--- src/rtl/display_pkg.sv ---
`default_nettype none
// ============================================================================
// Module      : display_pkg
// Description : Shared state encoding and default dwell time for the display
//               scheduler slice.
// Revision    : 1.0 - initial release
// ============================================================================
package display_pkg;

    localparam logic [1:0] c_IDLE   = 2'd0;
    localparam logic [1:0] c_SHOW   = 2'd1;
    localparam logic [1:0] c_SWITCH = 2'd2;

    typedef enum logic [1:0] {
        S_IDLE   = c_IDLE,
        S_SHOW   = c_SHOW,
        S_SWITCH = c_SWITCH
    } state_t;

    localparam int c_DWELL_CYCLES_DEFAULT = 50_000_000;

endpackage : display_pkg
`default_nettype wire

--- src/rtl/rr_next_select.sv ---
`default_nettype none
// ============================================================================
// Module      : rr_next_select
// Description : Combinational round-robin search for the next set bit in a
//               mask, strictly after cur (wrapping) or from index 0 inclusive.
// Revision    : 1.0 - initial release
// ============================================================================
module rr_next_select #(
    parameter int NUM_SRC = 4,
    parameter int CW      = $clog2(NUM_SRC)
) (
    input  logic [NUM_SRC-1:0] active,
    input  logic [CW-1:0]      cur,
    input  logic               from_zero,
    output logic               found,
    output logic [CW-1:0]      index
);

    // Candidate k is the k-th index visited; the last one wraps back to cur.
    logic [CW-1:0] w_cand [NUM_SRC];

    for (genvar k = 0; k < NUM_SRC; k++) begin : g_cand
        assign w_cand[k] = from_zero ? CW'(k)
                                     : CW'((int'(cur) + 1 + k) % NUM_SRC);
    end

    // Scan from the far end so the earliest candidate overwrites the rest.
    always_comb begin
        found = 1'b0;
        index = '0;
        for (int k = NUM_SRC - 1; k >= 0; k--) begin
            if (active[w_cand[k]]) begin
                found = 1'b1;
                index = w_cand[k];
            end
        end
    end

endmodule : rr_next_select
`default_nettype wire

--- src/rtl/display_scheduler.sv ---
`default_nettype none
// ============================================================================
// Module      : display_scheduler
// Description : Time-shares one seven-segment value input between NUM_SRC
//               producers, rotating round-robin over the active slots.
// Revision    : 1.0 - initial release
// ============================================================================
module display_scheduler
    import display_pkg::*;
#(
    parameter int NUM_SRC      = 4,
    parameter int DWELL_CYCLES = c_DWELL_CYCLES_DEFAULT,
    parameter int CW           = $clog2(NUM_SRC),
    parameter int DCW          = $clog2(DWELL_CYCLES)
) (
    input  logic                 clk,
    input  logic                 rst,
    input  logic [NUM_SRC-1:0]   src_valid,
    input  logic [8*NUM_SRC-1:0] src_value,
    input  logic [NUM_SRC-1:0]   src_clear,
    output logic [NUM_SRC-1:0]   src_ready,
    input  logic                 hold,
    output logic [7:0]           value,
    output logic [CW-1:0]        chan,
    output logic                 blank,
    output logic                 switch_pulse
);

    localparam logic [DCW-1:0] c_DWELL_LAST = DCW'(DWELL_CYCLES - 1);

    logic [7:0]         r_slot [NUM_SRC];
    logic [NUM_SRC-1:0] r_active;
    logic               r_ready;
    state_t             r_state;
    logic [CW-1:0]      r_chan;
    logic [DCW-1:0]     r_dwell;
    logic [7:0]         r_value;
    logic               r_blank;
    logic               r_from_zero;

    logic               w_found;
    logic [CW-1:0]      w_sel;

    rr_next_select #(
        .NUM_SRC (NUM_SRC),
        .CW      (CW)
    ) u_rr_next_select (
        .active    (r_active),
        .cur       (r_chan),
        .from_zero (r_from_zero),
        .found     (w_found),
        .index     (w_sel)
    );

    // Slot storage: a write beats a simultaneous clear, clear keeps the value.
    always_ff @(posedge clk or posedge rst) begin
        if (rst) begin
            r_ready  <= 1'b0;
            r_active <= '0;
            for (int i = 0; i < NUM_SRC; i++) begin
                r_slot[i] <= 8'd0;
            end
        end else begin
            r_ready <= 1'b1;
            for (int i = 0; i < NUM_SRC; i++) begin
                if (src_valid[i] && r_ready) begin
                    r_slot[i]   <= src_value[8*i +: 8];
                    r_active[i] <= 1'b1;
                end else if (src_clear[i]) begin
                    r_active[i] <= 1'b0;
                end
            end
        end
    end

    always_ff @(posedge clk or posedge rst) begin
        if (rst) begin
            r_state     <= S_IDLE;
            r_chan      <= '0;
            r_dwell     <= '0;
            r_value     <= 8'd0;
            r_blank     <= 1'b1;
            r_from_zero <= 1'b1;
        end else begin
            case (r_state)
                S_IDLE: begin
                    r_value     <= 8'd0;
                    r_blank     <= 1'b1;
                    r_from_zero <= 1'b1;
                    if (|r_active) begin
                        r_state <= S_SWITCH;
                    end
                end
                S_SHOW: begin
                    r_value     <= r_slot[r_chan];
                    r_from_zero <= 1'b0;
                    // Losing the active bit ends the dwell even under hold.
                    if (!r_active[r_chan]) begin
                        r_state <= S_SWITCH;
                    end else if (!hold) begin
                        if (r_dwell == c_DWELL_LAST) begin
                            r_state <= S_SWITCH;
                        end else begin
                            r_dwell <= r_dwell + DCW'(1);
                        end
                    end
                end
                S_SWITCH: begin
                    r_dwell <= '0;
                    if (w_found) begin
                        r_chan  <= w_sel;
                        r_value <= r_slot[w_sel];
                        r_blank <= 1'b0;
                        r_state <= S_SHOW;
                    end else begin
                        r_value <= 8'd0;
                        r_blank <= 1'b1;
                        r_state <= S_IDLE;
                    end
                end
                default: begin
                    r_state <= S_IDLE;
                end
            endcase
        end
    end

    assign src_ready    = {NUM_SRC{r_ready}};
    assign value        = r_value;
    assign chan         = r_chan;
    assign blank        = r_blank;
    assign switch_pulse = (r_state == S_SWITCH) && w_found;

endmodule : display_scheduler
`default_nettype wire

--- config.mk ---
export PLATFORM = sky130hd
export DESIGN_NAME = display_scheduler
export DESIGN_NICKNAME = d
export VERILOG_FILES = /design/src/rtl/display_pkg.sv /design/src/rtl/rr_next_select.sv /design/src/rtl/display_scheduler.sv
export SDC_FILE = /design/constraint.sdc
export NUM_CORES = 1
export LEC_CHECK = 0
export BUFFER_PORTS_ARGS = -buffer_cell sky130_fd_sc_hd__buf_2
export CAP_MARGIN = 20
export CORE_MARGIN = 5
export CORE_UTILIZATION = 55
export CTS_BUF_LIST = sky130_fd_sc_hd__clkbuf_4 sky130_fd_sc_hd__clkbuf_8
export DETAILED_ROUTE_END_ITERATION = 6
export HOLD_SLACK_MARGIN = 0.05
export PLACE_DENSITY_LB_ADDON = 0.1
export SYNTH_ARGS = -nofsm -noshare
export SYNTH_HDL_FRONTEND = slang
export SYNTH_SLANG_ARGS = --single-unit
--- constraint.sdc ---
create_clock -name clk -period 2.5 [get_ports clk]
set_input_delay 0.125 -clock clk [delete_from_list [all_inputs] [get_ports clk]]
set_output_delay 0.125 -clock clk [all_outputs]
set_load 0.005 [all_outputs]
# Word-level counts from Yosys, hierarchy flattened
# Index checks and enable logic that the tools add are counted.
[totals]
reg_bits = 77
in_bits = 43
out_inout_bits = 16
elab_cells = 107
[classes]
add_sub_neg = 5
magnitude_cmp = 7
eq_ne = 9
muxes = 51
bitwise = 2
reduce_logical = 18
[op_table]
columns = ["op", "n"]
rows = [
  ["two-way mux 26 bit", 3],
  ["case mux 26 bit (2 select lines)", 1],
  ["two-way mux 8 bit", 5],
  ["binary-select mux 8 bit (select 2 bit)", 2],
  ["adder 26 x 1 -> 26 bit, second input constant", 1],
  ["== test 26 bit, second input constant", 1],
  ["two-way mux 2 bit", 12],
  ["case mux 8 bit (3 select lines)", 1],
  ["two-way mux 1 bit", 19],
  ["< comparator 2 x 3 -> 1 bit, second input constant", 5],
  ["nonzero test 2 bit", 7],
  ["binary-select mux 1 bit (select 2 bit)", 5],
  ["inequality test 2 bit, second input constant", 4],
  ["greater-or-equal comparator 3 bit, second input constant", 2],
  ["inequality test 3 bit, second input constant", 2],
  ["inverter 2 -> 3 bit", 2],
  ["case mux 2 bit (3 select lines)", 1],
  ["logical AND 1 bit", 5],
  ["adder 2 x 1 -> 2 bit, second input constant", 2],
  ["adder 2 bit, second input constant", 2],
  ["case mux 1 bit (2 select lines)", 2],
  ["AND reduction 4 bit", 1],
  ["OR reduction 4 bit", 1],
  ["AND reduction 3 bit", 1],
  ["5 further kinds", 5],
]

# Depth between registers and ports, before layout
# Gate-level depths: netlist of the first run.
[depth]
ltp_word = 15
mapped_depth = 9
ltp_nobuf = 7

# By module
# Synthesis of the first run repeated with hierarchy kept, for this count alone.
[unflattened]
hier_cells = 389
area_unflattened_um2 = 4329.2
[by_module_without_submodules]
columns = ["mod", "n_inst", "cells_each", "area_each_um2", "seq_area_each_um2"]
rows = [
  ["display_scheduler", 1, 367, 4200.3, 1929.4],
  ["rr_next_select", 1, 22, 128.9, 0.0],
]

# Worst setup path after synthesis of the first run
# OpenSTA, ideal clock, no wires.
[synth_path]
kind = "register to register"
start = "register r_state[0]"
end = "register r_dwell[9]"
setup_time_ns = 0.079
t_arrival_ns = 1.858
path_slack_ns = 0.563
stages_incl_launch_ff = 8
period_less_slack_ns = 1.937
path_cell_list = "dfrtp_1 -> inv_1 -> ha_1 -> clkbuf_1 -> nand2b_1 -> or3_1 -> a21oi_1 -> mux2i_1"
[synth_between]
elab_chain_cells = 3
word_cells_on_any_way = 8
classes_between = "eq/ne: 5; mux: 1; reduce/logical: 2"
[synth_lines]
columns = ["item", "line", "source"]
rows = [
  ["start, declared", "display_scheduler.sv:34", "state_t r_state;"],
  ["start signal, assigned", "display_scheduler.sv:78", "r_state <= S_IDLE;"],
  ["start signal, assigned", "display_scheduler.sv:91", "r_state <= S_SWITCH;"],
  ["start signal, assigned", "display_scheduler.sv:99", "r_state <= S_SWITCH;"],
  ["== test 2 x 1 -> 1 bit / == test 2 bit (equally long branches)", "display_scheduler.sv:85", "case (r_state)"],
  ["inequality test 2 bit (no source line) / nonzero test 2 bit (equally long branches)", "-", ""],
  ["AND reduction 4 bit (no source line)", "-", ""],
  ["end signal, assigned", "display_scheduler.sv:104", "r_dwell <= r_dwell + DCW'(1);"],
  ["end, declared", "display_scheduler.sv:36", "logic [DCW-1:0] r_dwell;"],
]
# Several ways; a longest one is shown, not always the timed one.
# A chain may end at the register's enable or synchronous reset.

# Worst setup path after layout of the first run
[layout_path]
start = "register r_state[0]"
end = "register r_dwell[11]"
# The elaborated chain is that of the path after synthesis.

==> results of run 1 <==
-- final cells by class --
class / instances / area, µm² / share of cell area (%)
tap: 102 / 128 / 2.39
clock buffer: 10 / 131 / 2.46
multi-input combinational: 287 / 2270 / 42.5
inverter: 13 / 50.0 / 0.939
sequential: 77 / 1930 / 36.2
timing repair buffer: 106 / 756 / 14.2
clock inverter: 6 / 70.1 / 1.31
-- power by group --
part           switching (mW)  internal [mW]  leakage (nW)  total (mW)
clock network           0.498          0.479        0.0929       0.977
registers               0.180           1.42         0.979        1.60
logic                   0.842          0.730          1.29        1.57
-- state kept, by name, indices dropped and copies added (netlist names) --
name         flops
r_slot          32
r_dwell         26
value            8
r_active         4
chan             2
r_state          2
blank            1
r_from_zero      1
r_ready          1
-- per-stage QoR --
step                      hold slack [ns]  worst slack, ns  std cells  total power, mW  cell area [µm²]
after floorplan                     0.221            0.412        403             2.74             4400
after global placement              0.215            0.446        548             3.07             4760
after detailed placement            0.212            0.390        548             3.13             4760
after CTS                           0.134            0.365        601             4.15             5330
after global routing                0.176            0.210        601             4.40             5330
final                               0.148            0.377        601             4.15             5330
-- worst paths after layout --
check / start / to / cells after the start
max in group asynchronous: rst / r_slot[7] / 4
min in group asynchronous: rst / r_dwell[24] / 3
worst max-delay path: r_state[0] / r_dwell[11] / 7
worst min-delay path: hold / r_dwell[14] / 4
worst max register to register: r_state[0] / r_dwell[11] / 7
worst min register to register: r_dwell[14] / r_dwell[14] / 1
-- logic make-up (layout without fill, tap and decap cells) --
family	Yosys count	in the layout	synth area share, %
AO/OA/AOI/OAI	73	73	12.0
XOR/XNOR	2	2	0.398
adder cells (fa/ha/maj)	6	6	1.70
buffers and inverters	39	135	4.89
flip-flops	77	77	43.8
multiplexers	69	69	19.2
other	1	1	0.0852
AND/OR/NAND/NOR	136	136	17.9
-- placed cells by master, fill, tap and decap left out, types with 3 or more instances in the layout --
cell type	Yosys	routed
nand2b_1	3	3
o2111ai_1	3	3
a21o_1	3	3
nand3b_1	10	10
and4_1	3	3
or4_1	7	7
nand2_1	18	18
and3_1	3	3
buf_2	4	58
nor4b_1	3	3
o21ai_0	8	8
mux4_2	9	9
buf_4	9	10
a211o_1	3	3
nor4_1	6	6
mux2i_1	27	27
nor2_1	13	13
o221ai_1	8	8
dfrtp_1	75	75
o31ai_1	3	3
o211ai_1	7	7
dlygate4sd3_1	0	37
inv_1	12	11
ha_1	6	6
a211oi_1	4	4
nand3_1	37	37
clkbuf_8	0	9
a21oi_1	16	16
clkinvlp_4	0	3
nand4_1	9	9
mux2_2	33	33
nor2b_1	9	9
nor3_1	3	3
-- critical path, delay by kind of cell (launching register included) --
| kind | cells | cell delay (ns) |
|---|---|---|
| and+or+nand+nor | 2 | 0.62 |
| DFF | 1 | 0.42 |
| adders and majority gates | 1 | 0.24 |
| buffers and inverters | 2 | 0.34 |
| AOI/OAI and AO/OA | 1 | 0.19 |
| muxes | 1 | 0.21 |
-- layer usage --
layer / part of all wire (%) / vias up
met5: 0 / -
met4: 1.7 / 0
met3: 3.3 / 21
met2: 55 / 94
met1: 40 / 1846
li1: - / 1716
-- repair_timing --
item | CTS | global route
setup buffers | 0 | 0
endpoints found under the setup margin | 0 | 0
endpoints found under the hold margin | 66 | 0
hold buffers | 37 | 0
==> results.toml, run 1 <==
[finish]
areaGrowthSynthToFinish_pct = 21.1
fillCellCount = 587
drive_gt1_share_pct = 27.5
diodes = 0
fin_util_pct = 68.6
nets = 543

[synthesis]
syn_nets = 452
ys_seq_area_share_pct = 43.8
yosys-top-cells-count = "dfrtp_1, nand3_1, mux2_2"
synth-async-reset-ratio_pct = 100
synth_ff_type = "dfrtp_1"
synth_top_area_share_pct = 42.6
synth-edff-count = 0
syn_inst = 403
yosysMostFrequentCell = "dfrtp_1"
synth_cell_types = 61
yosys_warnings = 0
avgSynthCellArea_um2 = 10.9
ys_seq_elements = 77
synth.area.top_cells = "dfrtp_1, mux2_2, mux2i_1, mux4_2, nand3_1"
synth.largest_area_cell = "dfrtp_1"
syn_area_mm2 = 0.00440

[timing]
final-hold-violation-count = 0
fin_crit_sh_pct = 84.9
min_period_ns = 2.12
setup-tns-final_ns = 0
setup_viol = 0
slew_violations = 0
slew_headroom_pct = 48.5
worst-slew-pin-transition_ns = 0.767
fin_worst_skew_ns = 0.00803
max_clock_freq_ghz = 0.471
rsz0062_at_grt = "false"

[cts]
cts_buffers = 9
clk_pin_slew_ns = 0.08
worstSkewPairLatency_ns = 0.35
cts_max_level = 3
clk_path_buf_depth = 2
cts.sink_count = 77
cts_resized = 0
cts_tree = "done"
cts_root_buf = "clkbuf_8"

[floorplanning]
num_rows = 32
dieArea_mm2 = 0.00989
die_y_um = 99.5
num_io_pins = 59
initial_core_util_pct = 56.7
chipWidth_um = 99.5
fp.coreArea_mm2 = 0.00777

[place]
numPortBuffers = 58
dp_hpwl_mm = 7.36
gp_congestion = 0.905

[detailed_routing]
firstDrtPassIters = 5
wl_per_cell_um = 19.0
route.detailed.drc = 0
drtIter0Drc = 235
wl_mm = 11.4
vias = 3677
drt-vias-per-instance = 6.12
detail-route-antenna-nets = 0

[setup_path]
crit_path_top_delay_cell = "or3_1"
end_kind = "register"
slowest_delay_ns = 0.45
required_ns = 2.77
crit_chain = "inv_1 -> ha_1 -> buf_4 -> nand2b_1 -> or3_1 -> a21oi_1 -> mux2i_1"
cp_data_arrival_time_ns = 2.39
cp-start-kind = "register"
rrSetupSlack_ns = 0.38
worstSetupPathType = "reg -> reg"
path_max_fanout = 11

[grt]
grt-ovfl-total = 0
grt.busiest_layer = "met2"
grt_use_met1_pct = 27.4
grt_use_met2_pct = 44.9
antenna_found_initial = 0
grt_usage_pct = 23.9
grt_pass1_wl_mm = 18.8
grt_max_degree = 46
met3_usage_pct = 3.51
grt_pass1_vias = 3804

[run]
cap_violations = 0

[power]
power.density_mw_per_mm2 = 779
power_leakage_nw = 2.36
ir_drop_mv = 0.555

[hold_path]
hold_path.class = "in -> reg"

[status]
status = "completed"
No activity file was read; power rests on OpenSTA's default activity.
==> inputs of run 2 (changes only) <==
- CORE_UTILIZATION: 55 -> 54
- clock period: 2.5 -> 1.7 ns (I/O delays scaled with it)
==> results.toml, run 2 (synthesis gave the netlist of run 1 again) <==
[power]
power.density_mw_per_mm2 = 1090
combinationalPowerShare_pct = 48.4
ir_drop_mv = 0.766
internal-power_mw = 4.62
power_leakage_nw = 3.05
switching_power_mw = 2.73
seqPwrFrac_pct = 31.4
switching_share_pct = 37.2
total_power_mw = 7.36
clock_power_share_pct = 20.2

[cts]
clk_path_buf_depth = 2
cts_buffers = 9
cts_tree = "done"
cts_max_level = 3
cts.sink_count = 77
cts_root_buf = "clkbuf_8"
worstSkewPairLatency_ns = 0.36
clk_pin_slew_ns = 0.09

[timing]
fin_ws_ns = -0.283
slew_violations = 0
fin_worst_skew_ns = 0.0123
final-hold-violation-count = 0
min_period_ns = 1.98
rsz0062_at_grt = "true"
fin_crit_sh_pct = 117
setup_viol = 38
worst-slew-pin-transition_ns = 0.527
max_clock_freq_ghz = 0.504
timing.hold.ws_ns = 0.188
slew_headroom_pct = 64.8
setup-tns-final_ns = -6.69

[hold_path]
hold_path.class = "in -> reg"
holdPathEnd = "r_state[1]"
hold-path-cell-count = 4
hold_path_startpoint = "hold"

[place]
gp_congestion = 0.875
numPortBuffers = 58
dp_hpwl_mm = 7.93
place_area_mm2 = 0.00542

[finish]
top_register = "r_slot"
layout_commonest_cell = "buf_4"
areaGrowthSynthToFinish_pct = 53.3
largest_reg_flops = 32
design_area_mm2 = 0.00675
layout_common_cells = "buf_4, dfrtp_1, buf_2"
diodes = 0
nets = 647
drive_gt1_share_pct = 51.1

[grt]
grt_usage_pct = 27.9
grt_pass1_vias = 4373
antenna_found_initial = 0
grt_pass1_wl_mm = 22.0
grt-ovfl-total = 0
grt_max_degree = 78

[setup_path]
worstReg2RegEnd = "r_dwell[24]"
rr_startpoint = "r_dwell[0]"
rrSetupSlack_ns = -0.28
rr_worst_depth = 8
end_kind = "register"
worstSetupPathType = "reg -> reg"
path_max_fanout = 3
cp_data_arrival_time_ns = 2.25
required_ns = 1.97
cp-start-kind = "register"

[detailed_routing]
drt-vias-per-instance = 6.15
detail-route-antenna-nets = 0
wl_per_cell_um = 20.9
wl_mm = 14.8
drtIter0Drc = 194
vias = 4351
route.detailed.drc = 0
firstDrtPassIters = 5

[status]
violations = "setup timing"
status = "finished with violations"

[floorplanning]
num_io_pins = 59
fp.coreArea_mm2 = 0.00809
num_rows = 33
dieArea_mm2 = 0.0101
die_y_um = 100
initial_core_util_pct = 54.4
chipWidth_um = 100

[run]
cap_violations = 0
[run 2: cell count changes in the layout (fill, tap and decap cells not counted), moves of 5 or more]
cell | before | now
buf_6 | 0 | 20
buf_12 | 1 | 6
dfrtp_1 | 75 | 70
dfrtp_2 | 0 | 5
nand3_2 | 0 | 8
buf_4 | 10 | 86
nand3_1 | 37 | 28
[run 2: worst max path at each step]
stage | startpoint | end | slack [ns] | depth (start not counted)
3_5_place_dp | chan[1] | value[0] | -0.21 | 7
4_1_cts | chan[1] | value[0] | -0.23 | 8
5_1_grt | chan[1] | value[0] | -0.42 | 7
3_3_place_gp | r_active[0] | value[4] | -0.24 | 6
2_1_floorplan | chan[0] | r_dwell[22] | -0.16 | 7
6_report | r_dwell[0] | r_dwell[24] | -0.28 | 8
[run 2: power by group through the flow]
stage          registers, mW  logic (mW)  clock network (mW)
3_5_place_dp            2.31        2.77                   0
5_1_grt                 2.34        3.79                1.60
2_1_floorplan           2.28        1.88                   0
4_1_cts                 2.28        3.18                1.51
6_report                2.31        3.56                1.49
3_3_place_gp            2.30        2.69                   0
[run 2: timing repair]
item                                   4_1_cts  5_1_grt
hold buffers                                37        0
resized for setup                           35       66
setup endpoints to repair                   37       38
buffers inserted                            14       22
pin swaps                                   10       30
endpoints found under the hold margin      111        0
cloned                                       2        3
[run 2: critical path: stages (launching register included)]
cell and delay (ns):
dfrtp_1 0.37, ha_2 0.19, and4_4 0.24, buf_4 0.11, nand3_2 0.12, nand3b_1 0.28, buf_4 0.19, a211oi_2 0.17
mux2i_1 0.24
[run 2: per-stage QoR]
step                std cells  setup slack (ns)  utilization [%]
detailed placement        620            -0.214             66.9
finish                    708            -0.283             83.4
floorplan                 403            -0.157                -
CTS                       689            -0.232             77.9
global route              708            -0.422             83.4
global placement          620            -0.240             66.9
[run 2: final cells by class]
class                           count  area [µm²]
Clock buffer                       10         138
Clock inverter                      6        70.1
Fill cell                         439        1350
Inverter                           13        55.1
Multi-Input combinational cell    287        2690
Sequential cell                    77        1940
Tap cell                          105         131
Timing Repair Buffer              210        1730
[run 2: per-layer routing]
metal | vias to the layer above | share of wire (%) | global-route usage (%)
li1 | 1920 | - | -
met1 | 2154 | 36 | 32.3
met4 | 0 | 4.1 | 10.9
met2 | 222 | 54 | 50.3
met5 | - | 0 | 0
met3 | 55 | 5.6 | 5.77
